### config.mk
export PLATFORM = sky130hd
export DESIGN_NAME = burst_xfer_ctrl
export DESIGN_NICKNAME = d
export VERILOG_FILES = /design/src/rtl/burst_xfer_ctrl.sv
export SDC_FILE = /design/constraint.sdc
export NUM_CORES = 1
export LEC_CHECK = 0
export CAP_MARGIN = 10
export CORE_ASPECT_RATIO = 1.1
export CORE_UTILIZATION = 51
export CTS_CLUSTER_SIZE = 14
export DETAILED_ROUTE_END_ITERATION = 7
export MAX_ROUTING_LAYER = met4
export PLACE_DENSITY = 0.76
export SLEW_MARGIN = 20
export SYNTH_ARGS = -nofsm -noshare
export SYNTH_HDL_FRONTEND = slang
export SYNTH_SLANG_ARGS = --single-unit
### constraint.sdc
create_clock -name clk -period 2.7 [get_ports clk]
set_input_delay 0.27 -clock clk [delete_from_list [all_inputs] [get_ports clk]]
set_output_delay 0.27 -clock clk [all_outputs]
set_load 0.1 [all_outputs]
### src/rtl/burst_xfer_ctrl.sv
// burst_xfer_ctrl: moves a programmed number of beats between the APB
// register bank and the burst interface, split into bursts of at most
// max_burst_size beats. Write mode fetches each beat from the register bank
// and sends it on the burst write channel; read mode accepts beats from the
// burst read channel and writes them into the register bank.
// Every output comes straight from a flop, so it trails the state by one cycle.
// Optional feature macro: BURST_XFER_TIMEOUT_EN (stall timeout of TIMEOUT_CYC cycles).
module burst_xfer_ctrl #(
    parameter int DATA_W      = 8,
    parameter int ADDR_W      = 9,
    parameter int LEN_W       = 8,
    parameter int TIMEOUT_CYC = 256
) (
    input  logic              clk,
    input  logic              rst_n,
    input  logic              rb_db_start,
    input  logic              rb_db_rw,
    input  logic [ADDR_W-1:0] rb_db_base_addr,
    input  logic [LEN_W-1:0]  rb_db_length,
    input  logic [LEN_W-1:0]  rb_db_max_burst_size,
    input  logic [DATA_W-1:0] rb_db_data,
    input  logic              rb_db_ack,
    output logic              db_rb_req,
    output logic              db_rb_we,
    output logic [ADDR_W-1:0] db_rb_addr,
    output logic [DATA_W-1:0] db_rb_data,
    output logic              db_rb_idle,
    output logic              db_rb_done,
    output logic              db_rb_err,
    output logic              db_valid,
    output logic [DATA_W-1:0] db_data,
    output logic              db_last,
    input  logic              burst_ready,
    input  logic              burst_valid,
    input  logic [DATA_W-1:0] burst_data_in,
    input  logic              burst_last,
    output logic              db_ready
);

    typedef enum logic [2:0] {
        IDLE, CONFIG, FETCH, WAIT_ACK, SEND, RECV, DONE
    } state_t;

    state_t state_q, state_d;

    // Transfer configuration captured with the start pulse
    logic              rw_q, rw_d;
    logic [ADDR_W-1:0] base_q, base_d;
    logic [LEN_W-1:0]  len_q, len_d;
    logic [LEN_W-1:0]  max_q, max_d;

    // Running transfer position
    logic [ADDR_W-1:0] addr_q, addr_d;
    logic [LEN_W-1:0]  rem_q, rem_d;
    logic [LEN_W-1:0]  beat_q, beat_d;

    // Output flops
    logic              req_q, req_d;
    logic              we_q, we_d;
    logic [ADDR_W-1:0] rb_addr_q, rb_addr_d;
    logic [DATA_W-1:0] rb_data_q, rb_data_d;
    logic              idle_q, idle_d;
    logic              done_q, done_d;
    logic              err_q, err_d;
    logic              valid_q, valid_d;
    logic [DATA_W-1:0] data_q, data_d;
    logic              last_q, last_d;
    logic              ready_q, ready_d;

    logic              is_last;
    logic [LEN_W-1:0]  beat_nxt;
    logic              send_hs;
    logic              recv_hs;
    logic              timeout;

    // A beat closes a burst when it fills the burst or ends the transfer;
    // max_burst_size of 0 means the whole transfer is one burst.
    assign is_last  = (rem_q == LEN_W'(1)) ||
                      ((max_q != '0) && (beat_q == max_q - LEN_W'(1)));
    assign beat_nxt = is_last ? '0 : beat_q + LEN_W'(1);
    assign send_hs  = (state_q == SEND) && valid_q && burst_ready;
    assign recv_hs  = (state_q == RECV) && ready_q && burst_valid;

`ifdef BURST_XFER_TIMEOUT_EN
    localparam int STALL_W = $clog2(TIMEOUT_CYC) + 1;

    logic [STALL_W-1:0] stall_q, stall_d;
    logic               stalled;

    // Consecutive stall cycles in any state waiting on the far side
    always_comb begin
        stalled = ((state_q == SEND)     && !burst_ready) ||
                  ((state_q == RECV)     && !burst_valid) ||
                  ((state_q == WAIT_ACK) && !rb_db_ack);
        stall_d = stalled ? stall_q + STALL_W'(1) : '0;
        timeout = stalled && (stall_q == STALL_W'(TIMEOUT_CYC - 1));
    end

    // Stall counter register
    always_ff @(posedge clk) begin
        if (!rst_n) stall_q <= '0;
        else        stall_q <= stall_d;
    end
`else
    // Without the timeout a stall simply waits; the parameter stays in the
    // port list so both builds share one instantiation.
    logic unused_timeout_cfg;
    assign unused_timeout_cfg = (TIMEOUT_CYC != 0);
    assign timeout = 1'b0;
`endif

    // State register
    always_ff @(posedge clk) begin
        if (!rst_n) state_q <= IDLE;
        else        state_q <= state_d;
    end

    // Next-state logic
    always_comb begin
        state_d = state_q;
        case (state_q)
            IDLE:     if (rb_db_start) state_d = CONFIG;
            CONFIG: begin
                if (len_q == '0) state_d = DONE;
                else if (rw_q)   state_d = FETCH;
                else             state_d = RECV;
            end
            FETCH:    state_d = WAIT_ACK;
            WAIT_ACK: begin
                if (rb_db_ack)    state_d = SEND;
                else if (timeout) state_d = DONE;
            end
            SEND: begin
                if (send_hs)      state_d = (rem_q == LEN_W'(1)) ? DONE : FETCH;
                else if (timeout) state_d = DONE;
            end
            RECV: begin
                if (recv_hs)      state_d = (rem_q == LEN_W'(1)) ? DONE : RECV;
                else if (timeout) state_d = DONE;
            end
            DONE:     state_d = IDLE;
            default:  state_d = IDLE;
        endcase
    end

    // Datapath and output next values
    always_comb begin
        rw_d      = rw_q;
        base_d    = base_q;
        len_d     = len_q;
        max_d     = max_q;
        addr_d    = addr_q;
        rem_d     = rem_q;
        beat_d    = beat_q;
        req_d     = 1'b0;
        we_d      = 1'b0;
        rb_addr_d = rb_addr_q;
        rb_data_d = rb_data_q;
        idle_d    = (state_q == IDLE);
        done_d    = 1'b0;
        err_d     = err_q;
        valid_d   = valid_q;
        data_d    = data_q;
        last_d    = last_q;
        ready_d   = 1'b0;
        case (state_q)
            IDLE: begin
                if (rb_db_start) begin
                    rw_d   = rb_db_rw;
                    base_d = rb_db_base_addr;
                    len_d  = rb_db_length;
                    max_d  = rb_db_max_burst_size;
                end
            end
            CONFIG: begin
                rem_d  = len_q;
                addr_d = base_q;
                beat_d = '0;
                err_d  = (len_q == '0);
            end
            FETCH: begin
                req_d     = 1'b1;
                rb_addr_d = addr_q;
            end
            WAIT_ACK: begin
                if (rb_db_ack) begin
                    data_d  = rb_db_data;
                    valid_d = 1'b1;
                    last_d  = is_last;
                end else if (timeout) begin
                    err_d = 1'b1;
                end
            end
            SEND: begin
                if (send_hs) begin
                    valid_d = 1'b0;
                    last_d  = 1'b0;
                    rem_d   = rem_q - LEN_W'(1);
                    addr_d  = addr_q + ADDR_W'(1);
                    beat_d  = beat_nxt;
                end else if (timeout) begin
                    err_d   = 1'b1;
                    valid_d = 1'b0;
                    last_d  = 1'b0;
                end
            end
            RECV: begin
                if (recv_hs) begin
                    req_d     = 1'b1;
                    we_d      = 1'b1;
                    rb_addr_d = addr_q;
                    rb_data_d = burst_data_in;
                    // Sender's framing must match ours; flag and keep going
                    if (burst_last != is_last) err_d = 1'b1;
                    rem_d     = rem_q - LEN_W'(1);
                    addr_d    = addr_q + ADDR_W'(1);
                    beat_d    = beat_nxt;
                    // Drop ready right after the final beat so no extra is taken
                    ready_d   = (rem_q != LEN_W'(1));
                end else if (timeout) begin
                    err_d = 1'b1;
                end else begin
                    ready_d = 1'b1;
                end
            end
            DONE:    done_d = 1'b1;
            default: ;
        endcase
    end

    // Datapath and output registers
    always_ff @(posedge clk) begin
        if (!rst_n) begin
            rw_q      <= 1'b0;
            base_q    <= '0;
            len_q     <= '0;
            max_q     <= '0;
            addr_q    <= '0;
            rem_q     <= '0;
            beat_q    <= '0;
            req_q     <= 1'b0;
            we_q      <= 1'b0;
            rb_addr_q <= '0;
            rb_data_q <= '0;
            idle_q    <= 1'b1;
            done_q    <= 1'b0;
            err_q     <= 1'b0;
            valid_q   <= 1'b0;
            data_q    <= '0;
            last_q    <= 1'b0;
            ready_q   <= 1'b0;
        end else begin
            rw_q      <= rw_d;
            base_q    <= base_d;
            len_q     <= len_d;
            max_q     <= max_d;
            addr_q    <= addr_d;
            rem_q     <= rem_d;
            beat_q    <= beat_d;
            req_q     <= req_d;
            we_q      <= we_d;
            rb_addr_q <= rb_addr_d;
            rb_data_q <= rb_data_d;
            idle_q    <= idle_d;
            done_q    <= done_d;
            err_q     <= err_d;
            valid_q   <= valid_d;
            data_q    <= data_d;
            last_q    <= last_d;
            ready_q   <= ready_d;
        end
    end

    assign db_rb_req  = req_q;
    assign db_rb_we   = we_q;
    assign db_rb_addr = rb_addr_q;
    assign db_rb_data = rb_data_q;
    assign db_rb_idle = idle_q;
    assign db_rb_done = done_q;
    assign db_rb_err  = err_q;
    assign db_valid   = valid_q;
    assign db_data    = data_q;
    assign db_last    = last_q;
    assign db_ready   = ready_q;

endmodule

# --- After elaboration in Yosys (flattened, before gate mapping) ---
# Index checks and enable logic that the tools add are counted.
# W data, S select, Z words.
word_totals:
  inputBits: 49
  regBits: 87
  word_cells: 93
op_classes:
  n_eq_ne: 15
  n_mux: 33
  add_sub_neg: 4
  n_reduce_logical: 22
op_table:
  columns: ["operator", "n"]
  rows:
  - ["$pmux W8 S3", 2]
  - ["$mux W8", 5]
  - ["$mux W9", 3]
  - ["$pmux W9 S3", 1]
  - ["$mux W3", 7]
  - ["$pmux W3 S6", 1]
  - ["$pmux W9 S2", 1]
  - ["$sub A8 B1 Y8 const B", 2]
  - ["$reduce_and A2 Y1", 5]
  - ["$add A9 B1 Y9 const B", 1]
  - ["$eq A3 B3 Y1 const B", 3]
  - ["$reduce_and A3 Y1", 3]
  - ["$add A8 B1 Y8 const B", 1]
  - ["$eq A8 B1 Y1 const B", 1]
  - ["$eq A8 B8 Y1", 1]
  - ["$logic_not A8 Y1", 1]
  - ["$mux W1", 8]
  - ["$ne A2 B2 Y1 const B", 4]
  - ["$ne A8 B1 Y1 const B", 1]
  - ["$pmux W1 S2", 4]
  - ["$reduce_bool A8 Y1", 1]
  - ["$eq A3 B2 Y1 const B", 2]
  - ["$reduce_bool A2 Y1", 3]
  - ["$logic_and A1 B1 Y1", 5]
  - ["8 further kinds", 8]

# --- Longest topological paths before layout ---
logic_depth:
  depth_word: 8
  ltp_mapped: 9
  ltp_nobuf: 8

# --- Worst setup path after synthesis ---
# No wires, ideal clock.
synth_timing:
  path_kind: "reg2reg"
  startpoint: "reg valid_q, in the netlist db_valid"
  endpoint: "reg addr_q[2]"
  setup_ns: 0.128
  stages_incl_launch_ff: 7
  arrival_time_ns: 2.307
  required_ns: 2.572
  setup_slack_ns: 0.266
  period_less_slack_ns: 2.434
  path_cell_list: "dfxtp_1 a31oi_1 a311oi_1 clkbuf_1 o21ai_0 a21oi_1 nor2_1"
synth_via:
  elab_chain_len: 4
synth_lines:
  columns: ["element", "line_no", "source"]
  rows:
  - ["from (decl)", "65", "logic valid_q, valid_d;"]
  - ["from (signal assigned)", "267", "valid_q <= valid_d;"]
  - ["$logic_and A1 B1 Y1 (2 in series)", "81", "assign send_hs = (state_q == SEND) && valid_q && burst_ready;"]
  - ["$ne A2 B2 Y1 (no source line)", null, null]
  - ["$reduce_and A3 Y1 (no source line)", null, null]
  - ["to (signal assigned)", "257", "addr_q <= addr_d;"]
  - ["to (decl)", "53", "logic [ADDR_W-1:0] addr_q, addr_d;"]
# Every way passes these cells.
# A chain may end at the register's enable or synchronous reset.

# --- Worst setup path after layout ---
layout_timing:
  startpoint: "reg max_q[0]"
  endpoint: "reg err_q, in the netlist db_rb_err"
layout_via:
  elab_chain_len: 7
  elab_cells_between_ends: 8
  classes_between: "add/sub (1); eq/ne (3); reduce/logical (4)"
layout_lines:
  columns: ["element", "line_no", "source"]
  rows:
  - ["from (decl)", "50", "logic [LEN_W-1:0] max_q, max_d;"]
  - ["from (signal assigned)", "256", "max_q <= max_d;"]
  - ["$sub A8 B1 Y8", "79", "((max_q != '0) && (beat_q == max_q - LEN_W'(1)));"]
  - ["$eq A8 B8 Y1", "79", null]
  - ["$logic_and A1 B1 Y1 *", "79", null]
  - ["$logic_or A1 B1 Y1 *", "78", "assign is_last = (rem_q == LEN_W'(1)) ||"]
  - ["$ne A1 B1 Y1 *", "214", "if (burst_last != is_last) err_d = 1'b1;"]
  - ["$ne A2 B1 Y1 (no source line) *", null, null]
  - ["$reduce_and A3 Y1 (no source line) *", null, null]
  - ["to (signal assigned)", "266", "err_q <= err_d;"]
  - ["to (decl)", "64", "logic err_q, err_d;"]
# Every way passes the cells marked *; elsewhere a longest branch is shown, timed or not.

==> parameters.txt <==
Parameter                              Value

Synthesis
  Most instantiated flip-flop cell in the synthesis netlist    sky130_fd_sc_hd__dfxtp_1
  Post-synth net total    roughly 560
  Fraction of the mapped netlist area in simple logic gates    about a quarter
  Synth Warn #    0
  Number of storage elements in the synthesis netlist    just under 90
  Synth cell types    57
  Synthesized-area fraction occupied by adder cells    1.56%
  Post-synth top area share    43.3%
  Most frequent cell after synthesis    sky130_fd_sc_hd__nand2_1
  Async set-or-reset flop fraction in the synthesized netlist    0%
  Cells taking the most area after synthesis    sky130_fd_sc_hd__dfxtp_1 43%, sky130_fd_sc_hd__nand2_1 9.5%, sky130_fd_sc_hd__a21oi_1 7.6%
  Post-Syn Area per Cell    roughly 7.9 µm²
  Largest family of logic cells by synthesized area    simple AND/OR/NAND/NOR gates
  Xor and xnor fraction of the mapped netlist area    2.18%
  Fraction of the mapped netlist area in compound gates    between 10% and 20%
  Most frequent cells after synthesis    102 x sky130_fd_sc_hd__nand2_1, 87 x sky130_fd_sc_hd__dfxtp_1, 61 x sky130_fd_sc_hd__a21oi_1
  Proportion of synthesized area in mux cells    under 10%
  Cell type with the largest total area after synthesis    sky130_fd_sc_hd__dfxtp_1
  Netlist Area Pre-Place    roughly 4000 µm²
  Part of the Yosys area used for sequential elements    between 40% and 50%
  Number of synthesized flops with an enable pin    0
  Post-Synthesis Cells    508

Pwr
  Share of total power in sequential cells    38.2%
  Int Power    ~2.7 mW
  Net switching power of the design    slightly below 2 mW
  Pwr per Cell Area    around 920 nW/µm²
  Fraction of power spent switching nets    42.1%
  LEAKAGE    about 1.9 nW
  Combinational power share    a little over two fifths
  Power consumption    4.62 mW
  Clock network power share    20.1%
  Peak ir drop on the vdd network    about 0.00042 V

Clock tree
  Reg clk slew, reported paths    roughly 90 ps
  Worst-Skew Late Latency    370 ps
  Number of hold buffers added after CTS    0
  Number of clock sinks seen by CTS    87
  TritonCTS clock tree    done
  Clock Tree Root    sky130_fd_sc_hd__clkbuf_8
  H-tree lvl count    3
  Post-CTS Setup Bufs    0
  Max Buffers Root-to-Sink    2
  Number of resized instances in the post-cts repair step    0
  TritonCTS buffer count    9

Layout
  Number of inserted diodes    0
  Number of fill cells in the layout    roughly 660
  Number of nets in the layout    approximately 630
  Share of cells above drive strength 1    12.3%
  Final core area utilization    between 60% and 70%
  Area of all placed cells without fillers    5040 µm²
  Count of placed standard cells in the final layout, fillers left out    around 690
  Synth-to-Final Area Change    25.4%

Timing
  Least-Margin Pin Slew    583 ps
  Count of final hold-check violations    0
  Remaining max-slew budget at the tightest pin    between 60% and 70%
  Final Max Tran Viols    0
  Count of final setup violators    0
  Ratio of final minimum period to clock period    between 90 and 100%
  Setup_tns    0 ps
  Worst hold margin    439 ps
  Setup repair after global routing missed its margin    no
  Highest clock rate    approximately 410 MHz
  Setup clock skew after layout    ~14 ps
  Minimum clock period after layout    between 2000 and 2500 ps
  Worst-case setup margin in the final layout    around 240 ps

Critical path
  Register-to-Register Path Depth    8
  Worst reg2reg setup slack    240 ps
  Critical Path Max Stage Delay    about 630 ps
  Crit start category    register
  Kind of cell adding the most delay to the critical path    compound AO/OA/AOI/OAI gates
  Worst path cell trace    inv_1 > ha_1 > o21ba_1 > a221oi_1 > a41oi_1 > a2111o_1 > nor3b_1 > o32ai_2
  Critical path buffer and inverter count    1
  Worst Path Required    between 2000 and 3000 ps
  Worst setup EP type    register
  R2R Path Start    max_q[0]
  Type of the worst setup path    register to register
  Cell with the biggest individual delay on the critical path    sky130_fd_sc_hd__a2111o_1
  Endpoint of the most critical register-to-register path    db_rb_err
  Largest fanout on the critical path    16
  Arrival time at the worst endpoint    2760 ps

Routing
  Drt pass-1 iters    4
  Routed wire per std cell    roughly 14 µm
  Number of design rule violations left after detail routing    0
  Number of vias per cell    about 5.6
  Vias after detailed routing    roughly 3800
  Wire length after detailed routing    9930 µm
  Remaining antenna violation count    0
  Initial DRC Count    between 200 and 250

Floorplanning
  Count of standard-cell rows    33
  Floorplan Core Area    about 7600 µm²
  Vert. Die Dim    roughly 95 µm
  Initial Util    between 50% and 60%
  Die width    between 80 and 90 µm
  I/O Pins    82
  Die Area    ~8200 µm²

Placement
  Sum of net half-perimeters after detailed placement    about 7000 µm
  Number of cells after detailed placement    672
  Setup Slack @ Placement    262 ps
  Count of buffers inserted at the top-level ports    between 80 and 90
  Final GP Congestion    ~0.86
  Area post-placement    ~4800 µm²

GRT
  Grt ovf    0
  Initial antenna violation count    0
  Number of global-route vias before repair    around 3500
  Global router's overall resource usage    ~26%
  First-pass GRT wire length    about 16000 µm
  Largest net degree at the start of global routing    42

Hold path
  Hold Path Stages    3
  Min-Delay Endpoint    base_q[1]
  Hold Path Origin    rb_db_base_addr[1]
  Worst hold path type    primary input to register

Status
  Outcome    completed

Flow run
  Max-Cap Viols    0
layout make-up:
class	instances	area, µm²	share of cell area [%]
clock buffer	10	138	2.73
tap	105	131	2.60
timing repair buffer	95	833	16.5
multi-input combinational	375	2100	41.6
inverter	10	37.5	0.744
clock inverter	6	65.1	1.29
sequential	87	1740	34.5
power by group through the flow:
stage | Combinational (mW) | Sequential (mW) | Clock, mW
CTS | 1.92 | 1.76 | 0.946
finish | 1.93 | 1.77 | 0.931
global placement | 1.86 | 1.78 | 0
floorplan | 1.31 | 1.87 | 0
global route | 2.12 | 1.80 | 0.999
detailed placement | 1.92 | 1.79 | 0
cell usage in the layout, fill, tap and decap left out, drive strengths merged, types with 3 or more instances in the layout:
cell type,count
a211oi,7
a21oi,61
a311oi,3
a31oi,11
and3,6
buf,47
clkbuf,10
clkdlybuf4s50,48
dfxtp,87
ha,5
inv,12
mux2i,18
nand2,102
nand2b,4
nand3,20
nand4,6
nor2,46
nor2b,5
nor3,10
o211ai,3
o21ai,13
o22ai,4
xnor2,6
xor2,4
state kept, by name, indices dropped and copies added, names as in the netlist:
register and count:
addr_q 9, base_q 9, db_rb_addr 9, beat_q 8, db_data 8, db_rb_data 8, len_q 8, max_q 8
rem_q 8, state_q 3, db_last 1, db_rb_done 1, db_rb_err 1, db_rb_idle 1, db_rb_req 1, db_rb_we 1
db_ready 1, db_valid 1, rw_q 1
worst register-to-register path, delay by kind of cell (launching register included):
kind                     cells  cell delay (ps)
adder cells (fa/ha/maj)      1              240
AO/OA/AOI/OAI                5             1440
AND/OR/NAND/NOR              1              250
flip-flops                   1              400
buffers and inverters        1               60
cell families after synthesis:
| family | after synthesis |
|---|---|
| buffers and inverters | 46 |
| xor gates and xnor gates | 10 |
| DFF | 87 |
| and+or+nand+nor | 216 |
| AOI/OAI and AO/OA | 126 |
| adders and majority gates | 5 |
| muxes | 18 |
how the worst max path moves through the flow:
stage / from / to / slack, ps / cells after the start
global placement: max_q[0] / db_rb_err / 370 / 8
CTS: max_q[0] / db_rb_err / 260 / 8
global route: max_q[0] / db_rb_err / 130 / 8
finish: max_q[0] / db_rb_err / 240 / 8
detailed placement: max_q[0] / db_rb_err / 260 / 8
floorplan: db_valid / addr_q[2] / 270 / 6
metal layers:
metal  GRT usage [%]  share of wire [%]
met4            10.8                1.9
met1            30.2                 44
met3            5.28                4.2
met5               -                  0
met2            43.5                 50
No activity file was read; power rests on OpenSTA's default activity.
